`config.mk`:
```
export PLATFORM = sky130hd
export DESIGN_NAME = id_pipe_flat
export DESIGN_NICKNAME = d
export VERILOG_FILES = /design/src/rtl/id_pipe_pkg.sv /design/src/rtl/id_pipe_if.sv /design/src/rtl/id_imm_gen.sv /design/src/rtl/id_pipe.sv /design/src/flat_wrapper.sv
export SDC_FILE = /design/constraint.sdc
export NUM_CORES = 1
export LEC_CHECK = 0
export CORE_AREA = 5 5 143 145
export DETAILED_ROUTE_END_ITERATION = 8
export DIE_AREA = 0 0 148 150
export MAX_ROUTING_LAYER = met4
export PLACE_DENSITY = 0.82
export SYNTH_ARGS = -nofsm -noshare
export SYNTH_HDL_FRONTEND = slang
export SYNTH_SLANG_ARGS = --single-unit
```
`constraint.sdc`:
```
create_clock -name clk -period 4.85 [get_ports clk]
set_clock_uncertainty 0.2 [all_clocks]
set_input_delay 0.97 -clock clk [delete_from_list [all_inputs] [get_ports clk]]
set_output_delay 0.97 -clock clk [all_outputs]
set_load 0.1 [all_outputs]
```
`src/rtl/id_pipe_pkg.sv`:
```
// Shared RV32I decode definitions: opcode map, instruction type codes and
// the NOP encoding issued in place of bubbles and illegal instructions.
package id_pipe_pkg;

    localparam int XLEN_DEF = 32;

    localparam logic [6:0] INST_TYPE_LUI   = 7'b0110111;
    localparam logic [6:0] INST_TYPE_AUIPC = 7'b0010111;
    localparam logic [6:0] INST_TYPE_JAL   = 7'b1101111;
    localparam logic [6:0] INST_TYPE_JALR  = 7'b1100111;
    localparam logic [6:0] INST_TYPE_B     = 7'b1100011;
    localparam logic [6:0] INST_TYPE_L     = 7'b0000011;
    localparam logic [6:0] INST_TYPE_S     = 7'b0100011;
    localparam logic [6:0] INST_TYPE_I     = 7'b0010011;
    localparam logic [6:0] INST_TYPE_R     = 7'b0110011;

    localparam logic [6:0] NOP_OP     = 7'b0000001;
    localparam logic [2:0] NOP_FUNCT3 = 3'b000;
    localparam logic [6:0] NOP_FUNCT7 = 7'b0000000;

    localparam logic ReadEnable   = 1'b1;
    localparam logic ReadDisable  = 1'b0;
    localparam logic WriteEnable  = 1'b1;
    localparam logic WriteDisable = 1'b0;

    localparam logic [XLEN_DEF-1:0] ZeroWord = '0;

    typedef enum logic [2:0] {
        RType, IType, SType, BType, UType, JType, InvType
    } inst_type_e;

    function automatic logic reads_rs1(input inst_type_e t);
        return (t inside {RType, IType, SType, BType}) ? ReadEnable : ReadDisable;
    endfunction

    function automatic logic reads_rs2(input inst_type_e t);
        return (t inside {RType, SType, BType}) ? ReadEnable : ReadDisable;
    endfunction

    function automatic logic writes_rd(input inst_type_e t);
        return (t inside {RType, IType, UType, JType}) ? WriteEnable : WriteDisable;
    endfunction

endpackage

```
`src/rtl/id_pipe_if.sv`:
```
// ID/EX issue bus: the registered decode bundle plus its valid/ready pair.
interface id_pipe_if #(
    parameter int XLEN    = 32,
    parameter int RADDR_W = 5
);
    logic               out_valid;
    logic               out_ready;
    logic [XLEN-1:0]    pc_o;
    logic [6:0]         aluop_o;
    logic [2:0]         alufunct3_o;
    logic [6:0]         alufunct7_o;
    logic [XLEN-1:0]    reg1_o;
    logic [XLEN-1:0]    reg2_o;
    logic [XLEN-1:0]    imm_o;
    logic               wreg_o;
    logic [RADDR_W-1:0] wd_o;
    logic               illegal_o;

    modport master (
        output out_valid, pc_o, aluop_o, alufunct3_o, alufunct7_o,
               reg1_o, reg2_o, imm_o, wreg_o, wd_o, illegal_o,
        input  out_ready
    );

    modport slave (
        input  out_valid, pc_o, aluop_o, alufunct3_o, alufunct7_o,
               reg1_o, reg2_o, imm_o, wreg_o, wd_o, illegal_o,
        output out_ready
    );
endinterface

```
`src/rtl/id_imm_gen.sv`:
```
// Combinational instruction classification and sign-extended immediate
// generation for the RV32I base formats.
module id_imm_gen
    import id_pipe_pkg::*;
#(
    parameter int XLEN = 32
) (
    input  logic [31:0]     inst,
    output inst_type_e      itype,
    output logic [XLEN-1:0] imm
);

    logic signed [11:0] imm_i_s;
    logic signed [11:0] imm_s_s;
    logic signed [12:0] imm_b_s;
    logic signed [31:0] imm_u_s;
    logic signed [20:0] imm_j_s;

    always_comb begin
        imm_i_s = inst[31:20];
        imm_s_s = {inst[31:25], inst[11:7]};
        imm_b_s = {inst[31], inst[7], inst[30:25], inst[11:8], 1'b0};
        imm_u_s = {inst[31:12], 12'b0};
        imm_j_s = {inst[31], inst[19:12], inst[20], inst[30:21], 1'b0};

        itype = InvType;
        case (inst[6:0])
            INST_TYPE_LUI, INST_TYPE_AUIPC:          itype = UType;
            INST_TYPE_JAL:                           itype = JType;
            INST_TYPE_JALR, INST_TYPE_L, INST_TYPE_I: itype = IType;
            INST_TYPE_S:                             itype = SType;
            INST_TYPE_B:                             itype = BType;
            INST_TYPE_R:                             itype = RType;
            default:                                 itype = InvType;
        endcase

        imm = '0;
        case (itype)
            IType:   imm = XLEN'(imm_i_s);
            SType:   imm = XLEN'(imm_s_s);
            BType:   imm = XLEN'(imm_b_s);
            UType:   imm = XLEN'(imm_u_s);
            JType:   imm = XLEN'(imm_j_s);
            default: imm = '0;
        endcase
    end

endmodule

```
`src/rtl/id_pipe.sv`:
```
// RV32I decode stage with the ID/EX register folded in: operand forwarding,
// load-use interlock and valid/ready handshakes on both sides.
module id_pipe
    import id_pipe_pkg::*;
#(
    parameter int XLEN         = 32,
    parameter int RADDR_W      = 5,
    parameter int FWD_EN       = 1,
    parameter int ILLEGAL_TRAP = 1
) (
    input  logic               clk,
    input  logic               rst,
    input  logic               in_valid,
    output logic               in_ready,
    input  logic [XLEN-1:0]    pc_i,
    input  logic [31:0]        inst_i,
    input  logic               flush_i,
    output logic               reg1_read_o,
    output logic               reg2_read_o,
    output logic [RADDR_W-1:0] reg1_addr_o,
    output logic [RADDR_W-1:0] reg2_addr_o,
    input  logic [XLEN-1:0]    reg1_data_i,
    input  logic [XLEN-1:0]    reg2_data_i,
    input  logic               ex_wreg_i,
    input  logic [RADDR_W-1:0] ex_wd_i,
    input  logic [XLEN-1:0]    ex_wdata_i,
    input  logic               ex_is_load_i,
    input  logic               mem_wreg_i,
    input  logic [RADDR_W-1:0] mem_wd_i,
    input  logic [XLEN-1:0]    mem_wdata_i,
    id_pipe_if.master          ex_bus
);

    function automatic logic [XLEN-1:0] sel_operand(
        input logic rd, input logic [RADDR_W-1:0] addr,
        input logic [XLEN-1:0] rf_data, input logic [XLEN-1:0] imm,
        input logic ex_wreg, input logic [RADDR_W-1:0] ex_wd, input logic [XLEN-1:0] ex_wdata,
        input logic mem_wreg, input logic [RADDR_W-1:0] mem_wd, input logic [XLEN-1:0] mem_wdata);
        if (!rd)                                    return imm;
        if (addr == '0)                             return '0;
        if (FWD_EN != 0 && ex_wreg && ex_wd == addr)   return ex_wdata;
        if (FWD_EN != 0 && mem_wreg && mem_wd == addr) return mem_wdata;
        return rf_data;
    endfunction

    // Without forwarding every in-flight writer of a source must drain first.
    function automatic logic hazard(
        input logic rd, input logic [RADDR_W-1:0] addr,
        input logic ex_wreg, input logic [RADDR_W-1:0] ex_wd, input logic ex_load,
        input logic mem_wreg, input logic [RADDR_W-1:0] mem_wd);
        if (!rd || addr == '0) return 1'b0;
        if (FWD_EN != 0)       return ex_load && ex_wreg && ex_wd == addr;
        return (ex_wreg && ex_wd == addr) || (mem_wreg && mem_wd == addr);
    endfunction

    inst_type_e         itype_p0;
    logic [XLEN-1:0]    imm_p0;
    logic [RADDR_W-1:0] wd_p0;
    logic [XLEN-1:0]    reg1_p0, reg2_p0;
    logic               illegal_p0, wreg_p0, stall_p0, accept_p0;

    logic               vld_p1, wreg_p1, illegal_p1;
    logic [XLEN-1:0]    pc_p1, reg1_p1, reg2_p1, imm_p1;
    logic [6:0]         aluop_p1, funct7_p1;
    logic [2:0]         funct3_p1;
    logic [RADDR_W-1:0] wd_p1;

    id_imm_gen #(.XLEN(XLEN)) u_imm_gen (
        .inst  (inst_i),
        .itype (itype_p0),
        .imm   (imm_p0)
    );

    // Stage p0: decode, operand resolution and interlock
    always_comb begin
        reg1_read_o = reads_rs1(itype_p0);
        reg2_read_o = reads_rs2(itype_p0);
        reg1_addr_o = RADDR_W'(inst_i[19:15]);
        reg2_addr_o = RADDR_W'(inst_i[24:20]);
        wd_p0       = RADDR_W'(inst_i[11:7]);
        illegal_p0  = (ILLEGAL_TRAP != 0) && (itype_p0 == InvType);
        wreg_p0     = writes_rd(itype_p0) && !illegal_p0 && (wd_p0 != '0);

        reg1_p0 = sel_operand(reg1_read_o, reg1_addr_o, reg1_data_i, imm_p0,
                              ex_wreg_i, ex_wd_i, ex_wdata_i, mem_wreg_i, mem_wd_i, mem_wdata_i);
        reg2_p0 = sel_operand(reg2_read_o, reg2_addr_o, reg2_data_i, imm_p0,
                              ex_wreg_i, ex_wd_i, ex_wdata_i, mem_wreg_i, mem_wd_i, mem_wdata_i);

        stall_p0 = hazard(reg1_read_o, reg1_addr_o, ex_wreg_i, ex_wd_i, ex_is_load_i, mem_wreg_i, mem_wd_i)
                || hazard(reg2_read_o, reg2_addr_o, ex_wreg_i, ex_wd_i, ex_is_load_i, mem_wreg_i, mem_wd_i);

        in_ready  = !rst && !flush_i && !stall_p0 && (!vld_p1 || ex_bus.out_ready);
        accept_p0 = in_valid && in_ready;
    end

    // Stage p1: ID/EX register (flush kills, back-pressure holds, else load or bubble)
    always_ff @(posedge clk) begin
        if (rst) begin
            vld_p1     <= 1'b0;
            pc_p1      <= '0;
            aluop_p1   <= NOP_OP;
            funct3_p1  <= '0;
            funct7_p1  <= '0;
            reg1_p1    <= '0;
            reg2_p1    <= '0;
            imm_p1     <= '0;
            wreg_p1    <= WriteDisable;
            wd_p1      <= '0;
            illegal_p1 <= 1'b0;
        end else if (flush_i) begin
            vld_p1     <= 1'b0;
            wreg_p1    <= WriteDisable;
            illegal_p1 <= 1'b0;
        end else if (!vld_p1 || ex_bus.out_ready) begin
            if (accept_p0) begin
                vld_p1     <= 1'b1;
                pc_p1      <= pc_i;
                aluop_p1   <= illegal_p0 ? NOP_OP : inst_i[6:0];
                funct3_p1  <= illegal_p0 ? NOP_FUNCT3 : inst_i[14:12];
                funct7_p1  <= illegal_p0 ? NOP_FUNCT7 : inst_i[31:25];
                reg1_p1    <= reg1_p0;
                reg2_p1    <= reg2_p0;
                imm_p1     <= imm_p0;
                wreg_p1    <= wreg_p0;
                wd_p1      <= wd_p0;
                illegal_p1 <= illegal_p0;
            end else begin
                vld_p1     <= 1'b0;
                wreg_p1    <= WriteDisable;
                illegal_p1 <= 1'b0;
            end
        end
    end

    assign ex_bus.out_valid   = vld_p1;
    assign ex_bus.pc_o        = pc_p1;
    assign ex_bus.aluop_o     = aluop_p1;
    assign ex_bus.alufunct3_o = funct3_p1;
    assign ex_bus.alufunct7_o = funct7_p1;
    assign ex_bus.reg1_o      = reg1_p1;
    assign ex_bus.reg2_o      = reg2_p1;
    assign ex_bus.imm_o       = imm_p1;
    assign ex_bus.wreg_o      = wreg_p1;
    assign ex_bus.wd_o        = wd_p1;
    assign ex_bus.illegal_o   = illegal_p1;

endmodule

```
`src/flat_wrapper.sv`:
```
// flat-port wrapper written by rule: the top's interface ports become plain ports
module id_pipe_flat import id_pipe_pkg::*;
#(
    parameter int XLEN         = 32,
    parameter int RADDR_W      = 5,
    parameter int FWD_EN       = 1,
    parameter int ILLEGAL_TRAP = 1
)
  (clk, rst, in_valid, in_ready, pc_i, inst_i, flush_i, reg1_read_o, reg2_read_o, reg1_addr_o, reg2_addr_o, reg1_data_i, reg2_data_i, ex_wreg_i, ex_wd_i, ex_wdata_i, ex_is_load_i, mem_wreg_i, mem_wd_i, mem_wdata_i, ex_bus_out_valid, ex_bus_pc_o, ex_bus_aluop_o, ex_bus_alufunct3_o, ex_bus_alufunct7_o, ex_bus_reg1_o, ex_bus_reg2_o, ex_bus_imm_o, ex_bus_wreg_o, ex_bus_wd_o, ex_bus_illegal_o, ex_bus_out_ready);
  id_pipe_if #(.XLEN(XLEN), .RADDR_W(RADDR_W)) ex_bus_i ();
  input  logic clk;
  input  logic rst;
  input  logic in_valid;
  output logic in_ready;
  input  logic [XLEN-1:0] pc_i;
  input  logic [31:0] inst_i;
  input  logic flush_i;
  output logic reg1_read_o;
  output logic reg2_read_o;
  output logic [RADDR_W-1:0] reg1_addr_o;
  output logic [RADDR_W-1:0] reg2_addr_o;
  input  logic [XLEN-1:0] reg1_data_i;
  input  logic [XLEN-1:0] reg2_data_i;
  input  logic ex_wreg_i;
  input  logic [RADDR_W-1:0] ex_wd_i;
  input  logic [XLEN-1:0] ex_wdata_i;
  input  logic ex_is_load_i;
  input  logic mem_wreg_i;
  input  logic [RADDR_W-1:0] mem_wd_i;
  input  logic [XLEN-1:0] mem_wdata_i;
  output wire logic [$bits(ex_bus_i.out_valid)-1:0] ex_bus_out_valid;
  output wire logic [$bits(ex_bus_i.pc_o)-1:0] ex_bus_pc_o;
  output wire logic [$bits(ex_bus_i.aluop_o)-1:0] ex_bus_aluop_o;
  output wire logic [$bits(ex_bus_i.alufunct3_o)-1:0] ex_bus_alufunct3_o;
  output wire logic [$bits(ex_bus_i.alufunct7_o)-1:0] ex_bus_alufunct7_o;
  output wire logic [$bits(ex_bus_i.reg1_o)-1:0] ex_bus_reg1_o;
  output wire logic [$bits(ex_bus_i.reg2_o)-1:0] ex_bus_reg2_o;
  output wire logic [$bits(ex_bus_i.imm_o)-1:0] ex_bus_imm_o;
  output wire logic [$bits(ex_bus_i.wreg_o)-1:0] ex_bus_wreg_o;
  output wire logic [$bits(ex_bus_i.wd_o)-1:0] ex_bus_wd_o;
  output wire logic [$bits(ex_bus_i.illegal_o)-1:0] ex_bus_illegal_o;
  input wire logic [$bits(ex_bus_i.out_ready)-1:0] ex_bus_out_ready;
  assign ex_bus_out_valid = ex_bus_i.out_valid;
  assign ex_bus_pc_o = ex_bus_i.pc_o;
  assign ex_bus_aluop_o = ex_bus_i.aluop_o;
  assign ex_bus_alufunct3_o = ex_bus_i.alufunct3_o;
  assign ex_bus_alufunct7_o = ex_bus_i.alufunct7_o;
  assign ex_bus_reg1_o = ex_bus_i.reg1_o;
  assign ex_bus_reg2_o = ex_bus_i.reg2_o;
  assign ex_bus_imm_o = ex_bus_i.imm_o;
  assign ex_bus_wreg_o = ex_bus_i.wreg_o;
  assign ex_bus_wd_o = ex_bus_i.wd_o;
  assign ex_bus_illegal_o = ex_bus_i.illegal_o;
  assign ex_bus_i.out_ready = ex_bus_out_ready;
  id_pipe #(.XLEN(XLEN), .RADDR_W(RADDR_W), .FWD_EN(FWD_EN), .ILLEGAL_TRAP(ILLEGAL_TRAP)) u_core (.clk(clk), .rst(rst), .in_valid(in_valid), .in_ready(in_ready), .pc_i(pc_i), .inst_i(inst_i), .flush_i(flush_i), .reg1_read_o(reg1_read_o), .reg2_read_o(reg2_read_o), .reg1_addr_o(reg1_addr_o), .reg2_addr_o(reg2_addr_o), .reg1_data_i(reg1_data_i), .reg2_data_i(reg2_data_i), .ex_wreg_i(ex_wreg_i), .ex_wd_i(ex_wd_i), .ex_wdata_i(ex_wdata_i), .ex_is_load_i(ex_is_load_i), .mem_wreg_i(mem_wreg_i), .mem_wd_i(mem_wd_i), .mem_wdata_i(mem_wdata_i), .ex_bus(ex_bus_i));
endmodule
```
==> results by group <==
Outcome
  • Status: finished, final reports clean

Route
  • DR vias: 9285
  • Post-DR vias/cell: 5.781
  • Post-route ant nets: 0
  • DRT Pass-1 Iters: 5
  • Post-Route WL: 35230 um
  • Initial DRC count: 758
  • DRC violations left: 0
  • Drt wl/cell: 21.93 um

Min path
  • Hold Path Class: register to register

Placement
  • Routability cong.: 1.010
  • Buffers added on ports: 375
  • Hpwl dp: 26570 um
  • Post-Place Cells: 1573
  • DP Worst Slack: 518.3 ps

Clock tree
  • CTS buffer count: 17
  • Worst skew pair latency: 430 ps
  • Clock transition at path regs: 70 ps
  • Clock buffer depth: 2
  • CTS tree: yes
  • Postcts setup bufs: 0
  • CTS resizes: 0
  • H-tree depth: 4
  • Clock sinks: 153
  • # hold bufs at CTS: 0
  • Clk root buf: clkbuf_16

Floorplan
  • # IOs: 376
  • Die W: 148 um
  • Starting Density: 41.26%
  • DIE AREA: 22200 um2
  • Die H: 150 um
  • Core ar.: 19080 um2
  • Row Count: 51

Timing
  • Worst hold slack: 252.7 ps
  • Worst Setup Slack, final: 579.4 ps
  • Slew margin rel.: 24.78%
  • Crit share post-route: 88.05%
  • Fin. Hold Viols: 0
  • Final min period: 4271 ps
  • Final Slew Violations: 0
  • Setup TNS: 0 ps
  • Fmax: 234.2 MHz
  • Final setup fails: 0
  • Worst-Margin Slew: 1125 ps
  • Setup repair after global routing missed its margin: false

Synth
  • Post-Syn Nets: 1249
  • Synth Area in Simple Gates: 22.22%
  • Synth warnings: 0
  • Synth top area cells: dfxtp_1, nand2_1, a21oi_1
  • Synth unique cells: 55
  • Post-synthesis compound-gate area fraction: 28.63%
  • Fraction of registers with async set/reset: 0%
  • Cell Area, Synth: 7871 um2
  • Syn Area/Cell: 7.576 um2
  • Number of synthesized flops with an enable pin: 0
  • Area leader, netlist: dfxtp_1
  • Top cell type's share of synthesized area: 38.91%
  • Register bit total from synthesis: 153
  • Main flop type after synthesis: dfxtp_1
  • Mux share of post-synthesis cell area: 1.415%
  • Gate count after technology mapping: 1039
  • Main combinational cell family by area after synthesis: compound AO/OA/AOI/OAI gates
  • Seq/Total Area, Yosys: 38.91%
  • Post-synthesis adder-cell area fraction: 0%
  • Synth Area in XOR/XNOR: 2.225%

Cells and area
  • Filler cell count: 1654
  • Nets@finish: 1564
  • Layout cells sized above 1: 9.071%
  • Area Growth Syn to Fin: 57.00%
  • Post-route insts no fill: 1606

Critical path
  • Critical path startpoint category: input port
  • Top fanout value on the critical path: 10
  • Worst Setup Path Type: input port to primary output
  • Critical path endpoint category: primary output
  • CP Data Required Time: 3680 ps
  • WP data arrival: 3100 ps

Power and ir drop
  • VDD IR max: 0.2452 mV
  • Tot Pwr: 3.572 mW
  • Leak: 4.537 nW
  • PD cells: 289.0 nW/um2

Global routing
  • Global-route congestion overflow total: 0
  • Antenna violations before repair: 1
  • Vias in the first global route: 8926
  • Total track usage: 31.32%
  • First-pass GRT wire length: 52190 um
  • Largest net degree at the start of global routing: 91

Run
  • Max Cap Viol: 0
synthesized netlist by cell type, types with 2 or more instances:
| master | number |
|---|---|
| xor2_1 | 10 |
| nor4b_1 | 2 |
| or4_1 | 2 |
| or2_1 | 2 |
| a22oi_1 | 12 |
| o221a_2 | 28 |
| xnor2_1 | 10 |
| a21o_1 | 14 |
| a2111oi_0 | 9 |
| a311o_1 | 9 |
| inv_1 | 7 |
| nor3_1 | 7 |
| o21ai_0 | 59 |
| o21ai_1 | 2 |
| a31o_2 | 3 |
| o211ai_1 | 2 |
| or2_2 | 3 |
| clkbuf_1 | 72 |
| nand3_1 | 24 |
| buf_2 | 22 |
| nand2_1 | 197 |
| and3_1 | 18 |
| a311oi_1 | 25 |
| or3_1 | 12 |
| buf_4 | 13 |
| and2_1 | 7 |
| dfxtp_1 | 153 |
| a211oi_1 | 39 |
| a22o_1 | 2 |
| nor2b_1 | 2 |
| a21oi_1 | 123 |
| nor4_1 | 4 |
| nand3b_1 | 3 |
| mux2i_1 | 10 |
| nor2_1 | 112 |
power by group:
part | leakage, nW | total [mW] | internal (mW) | switching (mW)
Clock | 0.294 | 1.33 | 0.697 | 0.632
Sequential | 1.24 | 1.33 | 1.30 | 0.0255
Combinational | 3.00 | 0.916 | 0.311 | 0.606
flip-flops by register name, indices dropped and copies added (netlist names):
signal                     cells
u_core.ex_bus.alufunct3_o      3
u_core.ex_bus.out_valid        1
u_core.ex_bus.aluop_o          7
u_core.ex_bus.reg2_o          32
u_core.ex_bus.imm_o           32
u_core.ex_bus.alufunct7_o      7
u_core.ex_bus.wd_o             5
u_core.ex_bus.reg1_o          32
u_core.ex_bus.wreg_o           1
u_core.ex_bus.pc_o            32
u_core.ex_bus.illegal_o        1
cells in the final DEF, fill, tap and decap left out, drive strengths merged, types with 17 or more instances in the layout:
| cell | netlist | routed |
|---|---|---|
| clkdlybuf4s50 | 0 | 361 |
| nand2 | 197 | 197 |
| dfxtp | 153 | 153 |
| a21oi | 123 | 123 |
| nor2 | 112 | 112 |
| o21ai | 62 | 62 |
| buf | 37 | 44 |
| a211oi | 39 | 39 |
| o221a | 28 | 28 |
| a311oi | 25 | 25 |
| nand3 | 24 | 24 |
| and3 | 18 | 18 |
| clkbuf | 72 | 17 |
final cells by class:
| class | count | area (um2) | area share [%] |
|---|---|---|---|
| repair buffers | 405 | 4031 | 32.62 |
| flip-flops and latches | 153 | 3063 | 24.78 |
| well taps | 238 | 297.8 | 2.410 |
| clock buffers | 17 | 425.4 | 3.442 |
| inverters | 7 | 26.28 | 0.2126 |
| multi-input cells | 770 | 4335 | 35.08 |
| clock inverters | 15 | 176.4 | 1.428 |
| diodes | 1 | 2.502 | 0.02025 |
through the flow:
step           cell area [um2]  utilization (%)
6_report                 12360            64.77
5_1_grt                  12360            64.77
4_1_cts                  12360            64.76
3_5_place_dp             11750            61.60
3_3_place_gp             11750            61.60
2_1_floorplan             7878                -
cell families after synthesis:
family | after synthesis
AOI/OAI and AO/OA | 336
DFF | 153
muxes | 11
xor gates and xnor gates | 20
and+or+nand+nor | 403
buffers and inverters | 116
path summary, 6_finish.rpt:
path,startpoint,end,slack [ps],cells after the start
worst max-delay path,inst_i[6],in_ready,580,6
worst min-delay path,u_core.ex_bus.alufunct7_o[0]$_SDFFE_PP0P_,u_core.ex_bus.alufunct7_o[0]$_SDFFE_PP0P_,250,2
worst max register to register,u_core.ex_bus.out_valid$_SDFFE_PP0N_,u_core.ex_bus.reg2_o[31]$_SDFFE_PP0P_,2460,6
worst min register to register,u_core.ex_bus.alufunct7_o[0]$_SDFFE_PP0P_,u_core.ex_bus.alufunct7_o[0]$_SDFFE_PP0P_,250,2
metal layers:
layer	up-vias	part of all wire [%]	track usage (%)
met3	81	11	10.02
met1	4333	39	37.75
met2	545	46	49.12
met4	0	3.8	11.92
li1	4326	-	-
met5	-	0	-
critical path, stage by stage:
cell and delay [ps]:
clkdlybuf4s50_1 570, or2_1 330, a21o_1 290, nor4_2 570, nor4_2 160, buf_12 200
(Power assumes the default switching activity.)
